File: src/rtl/mem_arb_pkg.sv
// Shared types and constants for the IFU/LSU data-memory arbiter.
package mem_arb_pkg;

    typedef enum logic [1:0] {IDLE, REQ, WAIT} arb_state_t;
    typedef enum logic {OWN_IFU, OWN_LSU} arb_owner_t;

    localparam logic [7:0] WMASK_WORD = 8'h0f;
    localparam logic [2:0] READOP_LW  = 3'b010;
    localparam int         TO_CNT_W   = 10;

endpackage

File: src/rtl/mem_arb_pick.sv
// Combinational winner select between IFU and LSU.
// Macro ARB_RR_EN selects round-robin; otherwise the LSU has fixed priority.
module mem_arb_pick
    import mem_arb_pkg::*;
(
    input  logic       ifu_valid,
    input  logic       lsu_valid,
    input  arb_owner_t last_owner,
    output logic       gnt_ifu,
    output logic       gnt_lsu
);

`ifdef ARB_RR_EN
    // On a tie, whoever did not win last time goes first.
    assign gnt_ifu = ifu_valid && (!lsu_valid || last_owner == OWN_LSU);
    assign gnt_lsu = lsu_valid && (!ifu_valid || last_owner == OWN_IFU);
`else
    logic unused_last;
    assign unused_last = last_owner;
    assign gnt_lsu = lsu_valid;
    assign gnt_ifu = ifu_valid && !lsu_valid;
`endif

endmodule

File: src/rtl/mem_arbiter.sv
// Shares the single data-memory port between IFU and LSU, one access at a time,
// with a bounded-wait abort. Build macro ARB_RR_EN switches the pick to round-robin.
module mem_arbiter
    import mem_arb_pkg::*;
#(
    parameter int AW       = 32,
    parameter int DW       = 32,
    parameter int MAX_WAIT = 255
) (
    input  logic          clk,
    input  logic          rst,

    input  logic          ifu_req_valid,
    output logic          ifu_req_ready,
    input  logic [AW-1:0] ifu_addr,
    output logic          ifu_resp_valid,
    output logic [DW-1:0] ifu_rdata,
    output logic          ifu_resp_err,

    input  logic          lsu_req_valid,
    output logic          lsu_req_ready,
    input  logic [AW-1:0] lsu_addr,
    input  logic          lsu_wen,
    input  logic [DW-1:0] lsu_wdata,
    input  logic [7:0]    lsu_wmask,
    input  logic [2:0]    lsu_readop,
    output logic          lsu_resp_valid,
    output logic [DW-1:0] lsu_rdata,
    output logic          lsu_resp_err,

    output logic          mem_req_valid,
    input  logic          mem_req_ready,
    output logic [AW-1:0] mem_addr,
    output logic          mem_wen,
    output logic [DW-1:0] mem_wdata,
    output logic [7:0]    mem_wmask,
    output logic [2:0]    mem_readop,
    input  logic          mem_resp_valid,
    input  logic [DW-1:0] mem_rdata
);

    typedef struct packed {
        logic [AW-1:0] addr;
        logic          wen;
        logic [DW-1:0] wdata;
        logic [7:0]    wmask;
        logic [2:0]    readop;
    } req_t;

    localparam logic [TO_CNT_W-1:0] CNT_LAST = TO_CNT_W'(MAX_WAIT - 1);

    arb_state_t          state, state_nxt;
    arb_owner_t          owner, last_owner;
    req_t                req_q;
    logic [TO_CNT_W-1:0] cnt;
    logic                gnt_ifu, gnt_lsu;
    logic                resp_take, timeout;

    mem_arb_pick u_pick (
        .ifu_valid  (ifu_req_valid),
        .lsu_valid  (lsu_req_valid),
        .last_owner (last_owner),
        .gnt_ifu    (gnt_ifu),
        .gnt_lsu    (gnt_lsu)
    );

    // Ready is held low while rst is asserted so every output reads 0 in reset.
    assign ifu_req_ready = (state == IDLE) && !rst && gnt_ifu;
    assign lsu_req_ready = (state == IDLE) && !rst && gnt_lsu;

    assign resp_take = (state == WAIT) && mem_resp_valid;
    assign timeout   = (state != IDLE) && (cnt == CNT_LAST) && !resp_take;

    assign mem_req_valid = (state == REQ);
    assign mem_addr      = req_q.addr;
    assign mem_wen       = req_q.wen;
    assign mem_wdata     = req_q.wdata;
    assign mem_wmask     = req_q.wmask;
    assign mem_readop    = req_q.readop;

    always_comb begin
        state_nxt = state;
        case (state)
            IDLE:    if (ifu_req_ready || lsu_req_ready) state_nxt = REQ;
            REQ:     if (timeout) state_nxt = IDLE;
                     else if (mem_req_ready) state_nxt = WAIT;
            WAIT:    if (resp_take || timeout) state_nxt = IDLE;
            default: state_nxt = IDLE;
        endcase
    end

    always_ff @(posedge clk) begin
        if (rst) begin
            state          <= IDLE;
            owner          <= OWN_IFU;
            last_owner     <= OWN_LSU;
            cnt            <= '0;
            req_q          <= '0;
            ifu_resp_valid <= 1'b0;
            ifu_rdata      <= '0;
            ifu_resp_err   <= 1'b0;
            lsu_resp_valid <= 1'b0;
            lsu_rdata      <= '0;
            lsu_resp_err   <= 1'b0;
        end else begin
            state          <= state_nxt;
            ifu_resp_valid <= 1'b0;
            lsu_resp_valid <= 1'b0;

            if (state == IDLE) begin
                cnt <= '0;
                if (lsu_req_ready) begin
                    owner      <= OWN_LSU;
                    last_owner <= OWN_LSU;
                    req_q      <= '{addr: lsu_addr, wen: lsu_wen, wdata: lsu_wdata,
                                    wmask: lsu_wmask, readop: lsu_readop};
                end else if (ifu_req_ready) begin
                    owner      <= OWN_IFU;
                    last_owner <= OWN_IFU;
                    req_q      <= '{addr: ifu_addr, wen: 1'b0, wdata: '0,
                                    wmask: 8'h00, readop: READOP_LW};
                end
            end else begin
                cnt <= cnt + 1'b1;
            end

            // A response in the timeout cycle wins, so timeout already excludes it.
            if (resp_take || timeout) begin
                if (owner == OWN_IFU) begin
                    ifu_resp_valid <= 1'b1;
                    ifu_rdata      <= timeout ? '0 : mem_rdata;
                    ifu_resp_err   <= timeout;
                end else begin
                    lsu_resp_valid <= 1'b1;
                    lsu_rdata      <= (timeout || req_q.wen) ? '0 : mem_rdata;
                    lsu_resp_err   <= timeout;
                end
            end
        end
    end

endmodule
File: config.mk
export PLATFORM = sky130hd
export DESIGN_NAME = mem_arbiter
export DESIGN_NICKNAME = d
export VERILOG_FILES = /design/src/rtl/mem_arb_pkg.sv /design/src/rtl/mem_arb_pick.sv /design/src/rtl/mem_arbiter.sv
export SDC_FILE = /design/constraint.sdc
export NUM_CORES = 1
export LEC_CHECK = 0
export CAP_MARGIN = 30
export CORE_MARGIN = 2
export CORE_UTILIZATION = 43
export CTS_CLUSTER_DIAMETER = 60
export DETAILED_ROUTE_END_ITERATION = 7
export GPL_ROUTABILITY_DRIVEN = 0
export PLACE_DENSITY = 0.88
export REMOVE_ABC_BUFFERS = 1
export SYNTH_ARGS = -nofsm -noshare
export SYNTH_HDL_FRONTEND = slang
export SYNTH_HIERARCHICAL = 1
export SYNTH_SLANG_ARGS = --single-unit
File: constraint.sdc
create_clock -name clk -period 2.15 [get_ports clk]
set_input_delay 0.3225 -clock clk [delete_from_list [all_inputs] [get_ports clk]]
set_output_delay 0.3225 -clock clk [all_outputs]
set_load 0.01 [all_outputs]
# Yosys cells after proc, flatten, opt, wreduce, memory -nomap -nowiden
# Index checks and enable logic that the tools add are counted.
# classes
n_addsub	1
eq_ne	6
muxes	13
n_bitwise	2
n_reduce_logical	22
# ops
cell	n
76-bit 2-to-1 mux	2
32-bit 2-to-1 mux	2
10-bit by 1-bit adder with 10-bit output, second input constant	1
10-bit by 8-bit equality test with 1-bit output, second input constant	1
2-bit 2-to-1 mux	4
1-bit logical AND	7
2-bit case mux with 3 select lines	1
2-bit AND reduction	3
1-bit 2-to-1 mux	4
2-bit by 1-bit inequality test with 1-bit output, second input constant	2
2-bit nonzero test	2
2-bit OR reduction	2
1-bit logical NOT	3
1-bit logical OR	3
3-bit by 1-bit inequality test with 1-bit output, second input constant	1
3-bit AND reduction	1
2-bit by 1-bit equality test with 1-bit output, second input constant	1
2-bit equality test, second input constant	1
2-bit logical NOT	1
1-bit inverter	2
# word_totals
reg_bits	157
inputBits	146
word_cells	58

# Depth between registers and ports, before layout
# depth
depth_word	7
mapped_depth	7

# Hierarchy
# The synthesis kept the hierarchy.
# modules_own_cells
module	instances	cells_each	area_per_inst_um2	seq_area_each_um2
mem_arbiter	1	829	7039.3	3163.0
mem_arb_pick	1	2	21.3	0.0

# Worst setup path after synthesis
# Ideal clock, no wire load.
# synth_timing
kind	input to register
start	input port rst
end	register req_q (netlist bit mem_wdata[0])
setup_time_ps	132
t_arrival_ps	1500
t_required_ps	2018
setup_slack_ps	517
path_stages	7
path_cell_list	buf_6 or4b_1 buf_2 buf_2 buf_2 nand3_1 a21oi_1
# synth_between
elab_chain_cells	5
# synth_rtl
item	line	text
from (decl)	mem_arbiter.sv:11	input logic rst,
1-bit logical NOT	mem_arbiter.sv:68, mem_arbiter.sv:69	
1-bit logical AND	mem_arbiter.sv:68, mem_arbiter.sv:69	
1-bit logical AND, on equally long branches	mem_arbiter.sv:68, mem_arbiter.sv:69	
2-bit nonzero test (no line)	-	
2-bit AND reduction (no line)	-	
to (signal assigned)	mem_arbiter.sv:115	req_q <= '{addr: lsu_addr, wen: lsu_wen, wdata: lsu_wdata,
to (signal assigned)	mem_arbiter.sv:120	req_q <= '{addr: ifu_addr, wen: 1'b0, wdata: '0,
to (decl)	mem_arbiter.sv:54	req_t req_q;
# Parallel ways exist; a longest one is shown, timed or not.
# A chain may end at the register's enable or synchronous reset.

# Final worst setup path
# layout_timing
start	input port ifu_req_valid
end	output port ifu_req_ready
# layout_between
elab_chain_cells	2
# layout_rtl
item	line	text
from (decl)	mem_arbiter.sv:13	input logic ifu_req_valid,
1-bit logical AND	mem_arb_pick.sv:21	assign gnt_ifu = ifu_valid && !lsu_valid;
named net gnt_ifu	mem_arbiter.sv:56	logic gnt_ifu, gnt_lsu;
1-bit logical AND	mem_arbiter.sv:68	assign ifu_req_ready = (state == IDLE) && !rst && gnt_ifu;
to (decl)	mem_arbiter.sv:14	output logic ifu_req_ready,
# The timed path passes the listed nets, and every way through them passes these cells.

==> results by group <==
Placed design
  • Placed Cells: 1265
  • I/O Buffers: 292
  • Hpwl dp: 15.1 mm
  • Pre-CTS setup slack: -0.202 ns
  • Post-DP Area: 0.0101 mm²

STA
  • Slew headroom: 52.3%
  • Least-Margin Pin Slew: 0.715 ns
  • Fmax: 479 MHz
  • Max-slew violation count: 0
  • Number of setup violations in the final report: 0
  • Final worst setup slack: 0.0617 ns
  • RSZ-0062 raised after global routing: false
  • Minimum clock period: 2.09 ns
  • Fin. Hold Viols: 0
  • Tcrit/Tclk final: 97.1%
  • Setup Skew: 0.00763 ns

Power
  • Pwr Density: 700 mW/mm²
  • Sw Ratio: 26.5%
  • Psw: 1980 µW
  • Comb pwr share: 16.8%
  • Clock Power Share: 41.0%
  • Seq pwr share: 42.3%
  • Tot Pwr: 7470 µW
  • Lkg Pwr: 0.00374 µW
  • Internal power: 5490 µW
  • Peak supply drop: 0.000531 V

Clock tree
  • CTS max path bufs: 2
  • Clock sinks: 157
  • Clk root buf: clkbuf_16
  • Buffer count from post-CTS setup fixing: 0
  • CTS H-tree depth: 4
  • Clock transition at path regs: 0.07 ns
  • CTS tree: built
  • Clock latency on the worst-skew pair: 0.42 ns
  • Num CTS Buffers: 17

Drt
  • Pre-antenna DRT Iters: 5
  • DRT iter0 DRCs: 453
  • Post-DR vias/cell: 5.58
  • Post-DR wirelength/cell: 17.5 µm
  • DRT antenna net count: 0
  • Residual DRC count: 0
  • Vias: 7237
  • Final WL: 22.8 mm

Floorplanning
  • Die span in y: 132 µm
  • DIE WIDTH: 132 µm
  • Cell Rows: 46
  • Die area: 0.0174 mm²
  • Initial Util: 44.1%
  • CORE AREA: 0.0159 mm²
  • Ports: 293

Job
  • Total of max-cap violations: 0

Critical path
  • Worst setup EP type: primary output
  • Critical path peak fanout: 2
  • Req. time, crit path: 1.83 ns
  • Critical Path Start Type: input port
  • Critical Path AT: 1.77 ns
  • Setup CP Type: input port to primary output

Outcome
  • Status: finished, final reports clean

Yosys
  • Post-Synthesis Cells: 829
  • Synth Warn #: 6
  • Post-Syn Area: 0.00703 mm²
  • Mapped Avg Cell Area: 8.48 µm²

Worst hold path
  • Min-delay worst type: input port to flop

Global route
  • First-pass GRT wire length: 36.0 mm
  • Vias in the first global route: 6872
  • GRT Util Overall: 25.4%
  • Largest net degree at the start of global routing: 177
  • Antenna violations before repair: 0
  • Gr ovfl total: 0

Finish
  • Antenna Cells: 0
  • Design Area, Final: 0.0107 mm²
  • Share of cells above drive strength 1: 7.40%
  • Final instance count without filler cells: 1297
  • Layout area overhead: 51.7%
  • Nets@finish: 1216
  • End-of-flow core utilization: 66.9%
## final cells by class
class	count	area, µm²
Clock inverter	14	160
Fill cell	1276	5280
Inverter	4	20.0
Timing Repair Buffer	310	3130
Tap cell	216	270
Multi-Input combinational cell	578	3500
Clock buffer	18	439
Sequential cell	157	3140
## power groups by stage
stage          sequential [µW]  clock (µW)  combinational (µW)
2_1_floorplan             3290           0                 358
3_3_place_gp              3210           0                1240
3_5_place_dp              3220           0                1250
4_1_cts                   3150        3120                1260
5_1_grt                   3170        3250                1330
6_report                  3160        3060                1250
## metrics by stage
step	hold WS [ns]	TNS, ns
after floorplan	0.390	-116.76
after global routing	0.417	0
after CTS	0.415	0
after detailed placement	0.458	-7.44
final	0.435	0
after global placement	0.453	-6.60
## metal layers
metal	global-route usage (%)	wire length, µm	up-vias
met3	8.11	1750	48
li1	-	-	3455
met1	29.4	8900	3454
met2	42.1	11200	280
met4	13.2	935	0
met5	0	0	-
## sequential cells by signal, indices dropped and copies added, names as in the netlist
register / flops
mem_readop: 3
lsu_resp_err: 1
lsu_rdata: 32
lsu_resp_valid: 1
ifu_resp_valid: 1
mem_addr: 32
owner: 1
state: 2
ifu_rdata: 32
mem_wen: 1
mem_wmask: 8
cnt: 10
ifu_resp_err: 1
mem_wdata: 32
## worst paths after layout
| kind | from | end | slack (ns) | cells after the start |
|---|---|---|---|---|
| hold reg to reg | mem_wdata[26]$_SDFFE_PP0P_ | mem_wdata[26]$_SDFFE_PP0P_ | 0.47 | 2 |
| setup / recovery | ifu_req_valid | ifu_req_ready | 0.06 | 5 |
| hold / removal | rst | mem_addr[1]$_SDFFE_PP0P_ | 0.44 | 4 |
| setup reg to reg | state[0]$_SDFFE_PP0P_ | mem_readop[2]$_SDFFE_PP0P_ | 0.31 | 5 |
## layout by cell type, fill, tap and decap left out, types with 2 or more instances in the layout
cell type        count
a21oi_1             50
a311oi_1            15
a311oi_2            17
a31oi_1             64
and3b_1             32
buf_12               6
buf_4               12
bufinv_16            2
clkbuf_16           17
clkdlybuf4s50_1    288
clkinv_4             6
clkinvlp_4           3
dfxtp_1            156
dlygate4sd2_1        3
ha_1                 2
inv_1                2
inv_6                2
nand2_1            109
nand2b_1             4
nand3_1             46
nand3b_1            66
nand4_1              2
nor2_1              41
nor3_1               4
nor3b_1             32
o21ai_0             41
o21ai_1             28
or3_1                4
or4b_4               2
xnor2_1              2
## timing repair
item | 4_1_cts | 5_1_grt
endpoints found under the setup margin | 2 | 0
hold buffers | 0 | 0
gates resized for setup | 3 | 0
## worst max-delay path: stages
cell	delay (ns)
clkdlybuf4s50_1	0.47
nor2b_4	0.13
or4b_4	0.49
clkinv_4	0.06
dlygate4sd2_1	0.29
Power figures use the tool's default switching activity.
